--- src/rtl/axis_debug_pkg.sv ---
// Shared types and constants for the debug-link AXI-Stream demux.
package axis_debug_pkg;

  localparam int MAX_INTERFACES = 4;
  localparam int DEST_BITS      = 2;

  typedef enum logic [1:0] {
    HEADER,
    FORWARD,
    DROP
  } demux_state_t;

endpackage : axis_debug_pkg

--- src/rtl/axis_out_reg.sv ---
// One-deep AXI-Stream holding register. A load may coincide with a drain,
// which keeps the output at full throughput.
module axis_out_reg #(
  parameter int WIDTH = 9
) (
  input  logic             axis_aclk,
  input  logic             axis_areset,
  input  logic             load,
  input  logic [WIDTH-1:0] load_data,
  input  logic             tready,
  output logic             tvalid,
  output logic [WIDTH-1:0] tdata
);

  // NOTE: state is written with <= so every register samples pre-edge values;
  // blocking assignments here would make results depend on process order.
  always_ff @(posedge axis_aclk) begin
    if (axis_areset) begin
      tvalid <= 1'b0;
      // NOTE: the payload register is reset too, because idle outputs must
      // read as zero; plain data storage would normally be left unreset.
      tdata  <= '0;
    end else if (load) begin
      tvalid <= 1'b1;
      tdata  <= load_data;
    end else if (tready) begin
      tvalid <= 1'b0;
    end
  end

endmodule : axis_out_reg

--- src/rtl/axis_packet_demux.sv ---
// Routes whole AXI-Stream packets to one of up to four outputs, selected by
// the low bits of a header beat that is consumed and not forwarded.
module axis_packet_demux
  import axis_debug_pkg::*;
#(
  parameter int NUM_INTERFACES = 2,
  parameter int PORT_WIDTH     = 8,
  parameter int DROP_CNT_WIDTH = 16
) (
  input  logic                      axis_aclk,
  input  logic                      axis_areset,

  input  logic [PORT_WIDTH-1:0]     s_axis_tdata,
  input  logic                      s_axis_tvalid,
  input  logic                      s_axis_tlast,
  output logic                      s_axis_tready,

  output logic [PORT_WIDTH-1:0]     m00_axis_tdata,
  output logic                      m00_axis_tvalid,
  output logic                      m00_axis_tlast,
  input  logic                      m00_axis_tready,

  output logic [PORT_WIDTH-1:0]     m01_axis_tdata,
  output logic                      m01_axis_tvalid,
  output logic                      m01_axis_tlast,
  input  logic                      m01_axis_tready,

  output logic [PORT_WIDTH-1:0]     m02_axis_tdata,
  output logic                      m02_axis_tvalid,
  output logic                      m02_axis_tlast,
  input  logic                      m02_axis_tready,

  output logic [PORT_WIDTH-1:0]     m03_axis_tdata,
  output logic                      m03_axis_tvalid,
  output logic                      m03_axis_tlast,
  input  logic                      m03_axis_tready,

  output logic [DROP_CNT_WIDTH-1:0] drop_count,
  output logic [DROP_CNT_WIDTH-1:0] runt_count
);

  demux_state_t                state, state_next;
  logic [DEST_BITS-1:0]        dest_q;
  logic                        ready_int;
  logic                        accept;
  logic                        hdr_in_range;

  logic [MAX_INTERFACES-1:0]   out_valid;
  logic [MAX_INTERFACES-1:0]   out_last;
  logic [MAX_INTERFACES-1:0]   out_ready;
  logic [PORT_WIDTH-1:0]       out_data [MAX_INTERFACES];

  assign out_ready = {m03_axis_tready, m02_axis_tready,
                      m01_axis_tready, m00_axis_tready};

  assign hdr_in_range = int'(s_axis_tdata[DEST_BITS-1:0]) < NUM_INTERFACES;

  // In FORWARD only the selected output can back-pressure the input.
  always_comb begin
    // NOTE: a default ahead of the case keeps every path assigned, so no
    // latch is inferred for combinational outputs.
    ready_int = 1'b0;
    case (state)
      HEADER:  ready_int = 1'b1;
      FORWARD: ready_int = ~out_valid[dest_q] | out_ready[dest_q];
      DROP:    ready_int = 1'b1;
      default: ready_int = 1'b0;
    endcase
  end

  assign s_axis_tready = ready_int & ~axis_areset;
  assign accept        = s_axis_tvalid & s_axis_tready;

  always_comb begin
    state_next = state;
    case (state)
      HEADER: begin
        if (accept && !s_axis_tlast)
          state_next = hdr_in_range ? FORWARD : DROP;
      end
      FORWARD, DROP: begin
        if (accept && s_axis_tlast)
          state_next = HEADER;
      end
      default: state_next = HEADER;
    endcase
  end

  always_ff @(posedge axis_aclk) begin
    if (axis_areset) begin
      state      <= HEADER;
      dest_q     <= '0;
      drop_count <= '0;
      runt_count <= '0;
    end else begin
      state <= state_next;
      if (state == HEADER && accept && !s_axis_tlast)
        dest_q <= s_axis_tdata[DEST_BITS-1:0];
      if (state == HEADER && accept && s_axis_tlast && runt_count != '1)
        runt_count <= runt_count + 1'b1;
      if (state == DROP && accept && s_axis_tlast && drop_count != '1)
        drop_count <= drop_count + 1'b1;
    end
  end

  for (genvar i = 0; i < NUM_INTERFACES; i++) begin : g_out
    logic                  load;
    logic [PORT_WIDTH:0]   word;

    assign load = (state == FORWARD) && accept && (dest_q == DEST_BITS'(i));

    axis_out_reg #(
      .WIDTH (PORT_WIDTH + 1)
    ) u_out_reg (
      .axis_aclk   (axis_aclk),
      .axis_areset (axis_areset),
      .load        (load),
      .load_data   ({s_axis_tlast, s_axis_tdata}),
      .tready      (out_ready[i]),
      .tvalid      (out_valid[i]),
      .tdata       (word)
    );

    assign out_last[i] = word[PORT_WIDTH];
    assign out_data[i] = word[PORT_WIDTH-1:0];
  end

  // Outputs beyond the configured count are permanently idle.
  for (genvar i = NUM_INTERFACES; i < MAX_INTERFACES; i++) begin : g_tie
    assign out_valid[i] = 1'b0;
    assign out_last[i]  = 1'b0;
    assign out_data[i]  = '0;
  end

  assign m00_axis_tdata  = out_data[0];
  assign m00_axis_tvalid = out_valid[0];
  assign m00_axis_tlast  = out_last[0];
  assign m01_axis_tdata  = out_data[1];
  assign m01_axis_tvalid = out_valid[1];
  assign m01_axis_tlast  = out_last[1];
  assign m02_axis_tdata  = out_data[2];
  assign m02_axis_tvalid = out_valid[2];
  assign m02_axis_tlast  = out_last[2];
  assign m03_axis_tdata  = out_data[3];
  assign m03_axis_tvalid = out_valid[3];
  assign m03_axis_tlast  = out_last[3];

endmodule : axis_packet_demux
--- config.mk ---
export PLATFORM = sky130hd
export DESIGN_NAME = axis_packet_demux
export DESIGN_NICKNAME = d
export VERILOG_FILES = /design/src/rtl/axis_debug_pkg.sv /design/src/rtl/axis_out_reg.sv /design/src/rtl/axis_packet_demux.sv
export SDC_FILE = /design/constraint.sdc
export NUM_CORES = 1
export LEC_CHECK = 0
export BUFFER_PORTS_ARGS = -buffer_cell sky130_fd_sc_hd__clkbuf_2
export CORE_AREA = 4 4 96 75
export CTS_BUF_LIST = sky130_fd_sc_hd__clkbuf_4 sky130_fd_sc_hd__clkbuf_8
export DETAILED_ROUTE_END_ITERATION = 10
export DIE_AREA = 0 0 100 79
export HOLD_SLACK_MARGIN = 0.15
export PLACE_DENSITY = 0.77
export SETUP_SLACK_MARGIN = 0.5
export SLEW_MARGIN = 40
export SYNTH_ARGS = -nofsm -noshare
export SYNTH_HDL_FRONTEND = slang
export SYNTH_SLANG_ARGS = --single-unit
--- constraint.sdc ---
create_clock -name axis_aclk -period 2.3 [get_ports axis_aclk]
set_input_delay 0 -clock axis_aclk [delete_from_list [all_inputs] [get_ports axis_aclk]]
set_output_delay 0 -clock axis_aclk [all_outputs]
set_load 0.03 [all_outputs]
After elaboration in Yosys (flattened, before gate mapping)

Index checks and enable logic that the tools add are counted.
Widths: inputs -> output; s select.

$add $sub $neg: 2
Order comparisons: 2
Equality and inequality tests: 7
Muxes and demuxes: 13
Bitwise logic cells: 5
Reduce and logical (&&, ||, !) cells: 20

Operators with widths:

| operator              | count |
|---|---|
| $add 16x1->16 const B | 2 |
| $ne 16x16->1 const B  | 2 |
| $logic_and 1x1->1     | 12 |
| $mux 1                | 6 |
| $mux 2                | 3 |
| $bmux 1 s2            | 2 |
| $eq 2x1->1 const B    | 2 |
| $logic_not 2->1       | 2 |
| $ne 2x2->1 const B    | 2 |
| $pmux 2 s2            | 1 |
| $reduce_bool 2->1     | 2 |
| $reduce_or 2->1       | 2 |
| $lt 2x3->1 const B    | 1 |
| $and 1x1->1           | 2 |
| $eq 2x2->1 const B    | 1 |
| $lt 2x2->1 const B    | 1 |
| $not 1->1             | 2 |
| $pmux 1 s2            | 1 |
| $reduce_and 2->1      | 1 |
| $logic_not 1->1       | 1 |
| $or 1x1->1            | 1 |

Register bits: 56
Output and inout port bits: 73
Logic and storage cells: 57

Longest topological paths before layout

Depth after elaboration: 10
Mapped depth: 7

Hierarchy

From an unflattened synthesis, not the netlist that was laid out.

Cells, all modules: 326
Area total of the unflattened synthesis: 2962.8 um^2

By module, submodules not included:

| module            | instances | cells each | area an instance (um^2) |
|---|---|---|---|
| axis_packet_demux | 1         | 260        | 2252.2 |
| axis_out_reg      | 2         | 33         | 355.3 |

Worst setup path after synthesis

No wires, ideal clock.

Path kind: reg2reg
Start: register state[0]
End: register drop_count[10]
Arrival time: 2.137 ns
Required time: 2.179 ns
Slack: 0.043 ns
Stages on the path, launching flop included: 8
Buffers on the path: 2
Period minus slack after synthesis: 2.257 ns
Path through: dfxtp_1 -> ha_1 -> or3b_1 -> buf_2 -> or3_1 -> buf_2 -> nor4_1 -> mux2_2

Word-level cells in the longest chain between the ends: 8
Elaborated cells between the ends (all ways): 10
Those cells by class: 2 x eq/ne; 1 x mux; 2 x bitwise; 5 x reduce/logical

RTL lines:

| item                                          | line                                              | RTL |
|---|---|---|
| start, declared                               | axis_packet_demux.sv:42                           | `demux_state_t state, state_next;` |
| start signal, assigned                        | axis_packet_demux.sv:96                           | `state <= state_next;` |
| $eq 2x2->1 or $logic_not 2->1 (tied branches) | axis_packet_demux.sv:63, axis_packet_demux.sv:101 |  |
| $reduce_or 2->1 (no source line)              | -                                                 |  |
| $pmux 1 s2                                    | axis_packet_demux.sv:63                           | `case (state)` |
| $and 1x1->1                                   | axis_packet_demux.sv:71                           | `assign s_axis_tready = ready_int & ~axis_areset;` |
| $and 1x1->1                                   | axis_packet_demux.sv:72                           | `assign accept = s_axis_tvalid & s_axis_tready;` |
| $logic_and 1x1->1 * (3 in series)             | axis_packet_demux.sv:101                          | `if (state == DROP && accept && s_axis_tlast && drop_count != '1)` |
| end signal, assigned                          | axis_packet_demux.sv:102                          | `drop_count <= drop_count + 1'b1;` |
| end, declared                                 | axis_packet_demux.sv:38                           | `output logic [DROP_CNT_WIDTH-1:0] drop_count,` |

Mark *: on every way between the ends. The rest lies on a longest branch, timed or not.
A chain may end at the register's enable or synchronous reset.

Worst setup path after layout

Start: register dest_q[0]
End: register state[0]

Word-level cells in the longest chain between the ends: 10
Elaborated cells between the ends (all ways): 14
Those cells by class: 2 x eq/ne; 5 x mux; 4 x bitwise; 3 x reduce/logical

RTL lines:

| item                                 | line                                             | RTL |
|---|---|---|
| start, declared                      | axis_packet_demux.sv:43                          | `logic [DEST_BITS-1:0] dest_q;` |
| start signal, assigned               | axis_packet_demux.sv:98                          | `dest_q <= s_axis_tdata[DEST_BITS-1:0];` |
| $bmux 1 s2                           | axis_packet_demux.sv:65                          | `FORWARD: ready_int = ~out_valid[dest_q] \| out_ready[dest_q];` |
| $mux 1 (not written as such)         | axis_packet_demux.sv:65                          |  |
| $not 1->1                            | axis_packet_demux.sv:65                          |  |
| $or 1x1->1 *                         | axis_packet_demux.sv:65                          |  |
| $pmux 1 s2 *                         | axis_packet_demux.sv:63                          |  |
| $and 1x1->1 *                        | axis_packet_demux.sv:71                          |  |
| $and 1x1->1 *                        | axis_packet_demux.sv:72                          |  |
| $logic_and 1x1->1 (on tied branches) | axis_packet_demux.sv:82, axis_packet_demux.sv:78 |  |
| $ne 2x2->1 (no source line)          | -                                                |  |
| $reduce_and 2->1 (no source line) *  | -                                                |  |

Mark *: on every way between the ends. The rest lies on a longest branch, timed or not. The select of a mux whose other input is x is not followed.

==> flow_summary.toml <==
[status]
status = "finished clean"

[worst_setup_path]
end_kind = "flip-flop"
crit_arrival_ps = 2240
reg2reg_from = "dest_q[0]$_SDFFE_PP0P_"
startpoint = "dest_q[0]$_SDFFE_PP0P_"
crit_type = "flip-flop to flip-flop"
path_max_fanout = 21
worstPathRequired_ps = 2530
crit_path_start_kind = "flip-flop"

[timing]
rsz0062_at_grt = "true"
worst_pin_slew_ps = 555.8
relSlewSlack_pct = 62.60
hold_violations = 0
skew_ps = 8.575
setup_violations = 0
drv_slew = 0
layout_min_cycle_time_ps = 2015
hold_ws_ps = 256.2
final.period_utilization_pct = 87.61
tns_ps = 0
max_freq_ghz = 0.4963

[floorplan]
die_w_um = 100
dieArea_mm2 = 0.007900
boundaryPins = 89
start_util_pct = 47.12
die_h_um = 79
core_mm2 = 0.006225
placementRows = 25

[cts]
cts_buffer_depth = 2
cts_tree = "done"
htreeDepth = 2
clkTransAtPathRegs_ps = 110
cts_buffers = 5
root_buffer = "clkbuf_8"
cts_sinks = 56
clock_latency_ps = 330

[yosys]
synth_simple_gate_area_share_pct = 27.26
synthAdderAreaFrac_pct = 2.560
synth_cell_types = 42
synth_xor_area_share_pct = 0
synth.ff_latch_count = 56
avgSynthCellArea_um2 = 8.285
syn_area_mm2 = 0.002933
synth.area.mux_share_pct = 2.176
synth_top_family_by_area = "simple AND/OR/NAND/NOR gates"
ys_seq_area_share_pct = 38.23
synth_compound_area_share_pct = 21.25
yosys_warnings = 0
netlist_instances = 354

[layout]
nFillCells = 450
ff_latch_area_mm2 = 0.001149
drive_above_1_share_pct = 42.70
layout.cells.most_common_list = "65 x clkbuf_2, 40 x dfxtp_1, 35 x a21oi_1, 26 x nand3_1, 26 x buf_4"
area_growth_syn_to_layout_pct = 45.31
layout.nets = 487
mostFrequentLayoutCell = "clkbuf_2"
multi_input_area_mm2 = 0.002001
fin_cells = 547
diodes = 0
final_area_mm2 = 0.004262

[global_routing]
antenna_found_initial = 0
grtUsageTotal_pct = 21.93
grt_overflow = 0
grt_max_degree = 26
grt_pass1_wl_um = 13960
first_global_vias = 2897

[drt]
drtIter0Drc = 420
antenna_left = 0
drt_first_pass_iters = 5
num_vias = 3424
drt-wirelength-per-cell_um = 18.88
remaining_drc_errors = 0
totalWireLength_um = 10330
viasPerCell = 6.260

[placed_design]
place_hpwl_um = 5528
gp_congestion = 0.8530
dp.cells = 492
port_buffers = 66
placed_area_mm2 = 0.003329

[power_and_ir_drop]
irDropWorstVdd_mv = 0.3243
powerDensity_mw_per_mm2 = 439.5
p_leak_nw = 1.574

[hold_path]
hp-class = "input pin to flip-flop"
hp-start = "axis_areset"

[run]
drv_cap = 0
-- layout make-up --
type | count | area share (%)
timing repair buffer | 119 | 20.70
clock inverter | 3 | 0.5872
multi-input combinational | 275 | 46.95
inverter | 8 | 0.8221
tap | 81 | 2.378
sequential | 56 | 26.95
clock buffer | 5 | 1.615
-- registers in the layout (all words and copies together), names as in the netlist --
signal	flops
g_out.u_out_reg.tdata	18
drop_count	16
dest_q	2
g_out.u_out_reg.tvalid	2
runt_count	16
state	2
-- critical path: stages, from the launching register on --
cell and delay, ps:
dfxtp_2 360, or4bb_4 560, a311o_2 580, a21o_1 230, a31oi_1 180
-- where the power goes --
group	internal, W	leakage (nW)	switching, W	total [W]
Sequential	0.000973	0.460	0.00000711	0.000980
Combinational	0.000125	1.07	0.000180	0.000305
Clock	0.000223	0.0452	0.000365	0.000588
-- synthesized netlist by cell type --
| cell type | n | area [µm²] |
|---|---|---|
| nand3b_1 | 1 | 7.510 |
| a31oi_1 | 5 | 31.28 |
| nor3b_1 | 1 | 7.510 |
| mux2_2 | 3 | 33.78 |
| o21ai_0 | 25 | 125.1 |
| clkbuf_1 | 15 | 56.30 |
| o2111ai_1 | 1 | 8.760 |
| buf_4 | 20 | 150.1 |
| nor3_1 | 6 | 30.03 |
| nor2_1 | 14 | 52.55 |
| o31a_1 | 1 | 8.760 |
| mux2i_1 | 3 | 30.03 |
| o21a_1 | 1 | 7.510 |
| dfxtp_1 | 56 | 1121 |
| o211ai_1 | 2 | 15.01 |
| o41ai_1 | 2 | 17.52 |
| or3_1 | 7 | 43.79 |
| nand3_1 | 30 | 150.1 |
| o311ai_0 | 3 | 26.28 |
| buf_2 | 2 | 10.01 |
| and4_1 | 10 | 87.58 |
| ha_1 | 6 | 75.07 |
| a32oi_1 | 1 | 8.760 |
| nor3_2 | 1 | 10.01 |
| nand4_1 | 9 | 56.30 |
| or4_1 | 15 | 112.6 |
| o31ai_1 | 15 | 112.6 |
| or3b_1 | 1 | 8.760 |
| nand2_1 | 18 | 67.56 |
| and4bb_2 | 2 | 25.02 |
| nor2b_1 | 7 | 43.79 |
| a21o_1 | 2 | 15.01 |
| nor4_1 | 4 | 25.02 |
| and2_1 | 2 | 12.51 |
| inv_1 | 8 | 30.03 |
| a311o_1 | 1 | 10.01 |
| conb_1 | 1 | 3.750 |
| a21oi_1 | 42 | 210.2 |
| or4b_1 | 1 | 10.01 |
| and3_1 | 6 | 37.54 |
| a311oi_1 | 3 | 26.28 |
| or4bb_1 | 1 | 11.26 |
-- worst paths after layout --
kind	end	cells after the start	slack [ps]
max	state[0]$_SDFFE_PP0P_	4	290
min	runt_count[4]$_SDFFE_PP0P_	3	260
max reg2reg	state[0]$_SDFFE_PP0P_	4	290
min reg2reg	g_out[1].u_out_reg.tdata[5]$_SDFFE_PP0P_	2	470
-- routing by layer --
layer	share of wire, %	global-route usage (%)
met3	8.9	6.058
met5	0	0
met1	41	28.46
met2	46	34.22
met4	4.2	9.421
-- cells by family (layout without fill, tap and decap cells) --
| family | Yosys count | count (layout) |
|---|---|---|
| AOI/OAI and AO/OA | 104 | 104 |
| DFF | 56 | 56 |
| other | 1 | 20 |
| and+or+nand+nor | 136 | 139 |
| muxes | 6 | 6 |
| buffers and inverters | 45 | 135 |
| adders and majority gates | 6 | 6 |
-- per-stage QoR --
stage	util [%]	power, W	worst slack [ps]
5_1_grt	68.46	0.001946	251.9
4_1_cts	61.67	0.001818	371.8
2_1_floorplan	-	0.001148	265.4
3_3_place_gp	53.49	0.001165	303.6
3_5_place_dp	53.49	0.001168	279.6
6_report	68.46	0.001873	285.0
-- timing repair --
action	4_1_cts	5_1_grt
hold buffers	12	0
endpoints found under the hold margin	31	0
setup buffers	12	17
gates cloned	4	2
pin swaps	24	26
setup endpoints to repair	46	52
resized for setup	54	65
Power figures use the tool's default switching activity.
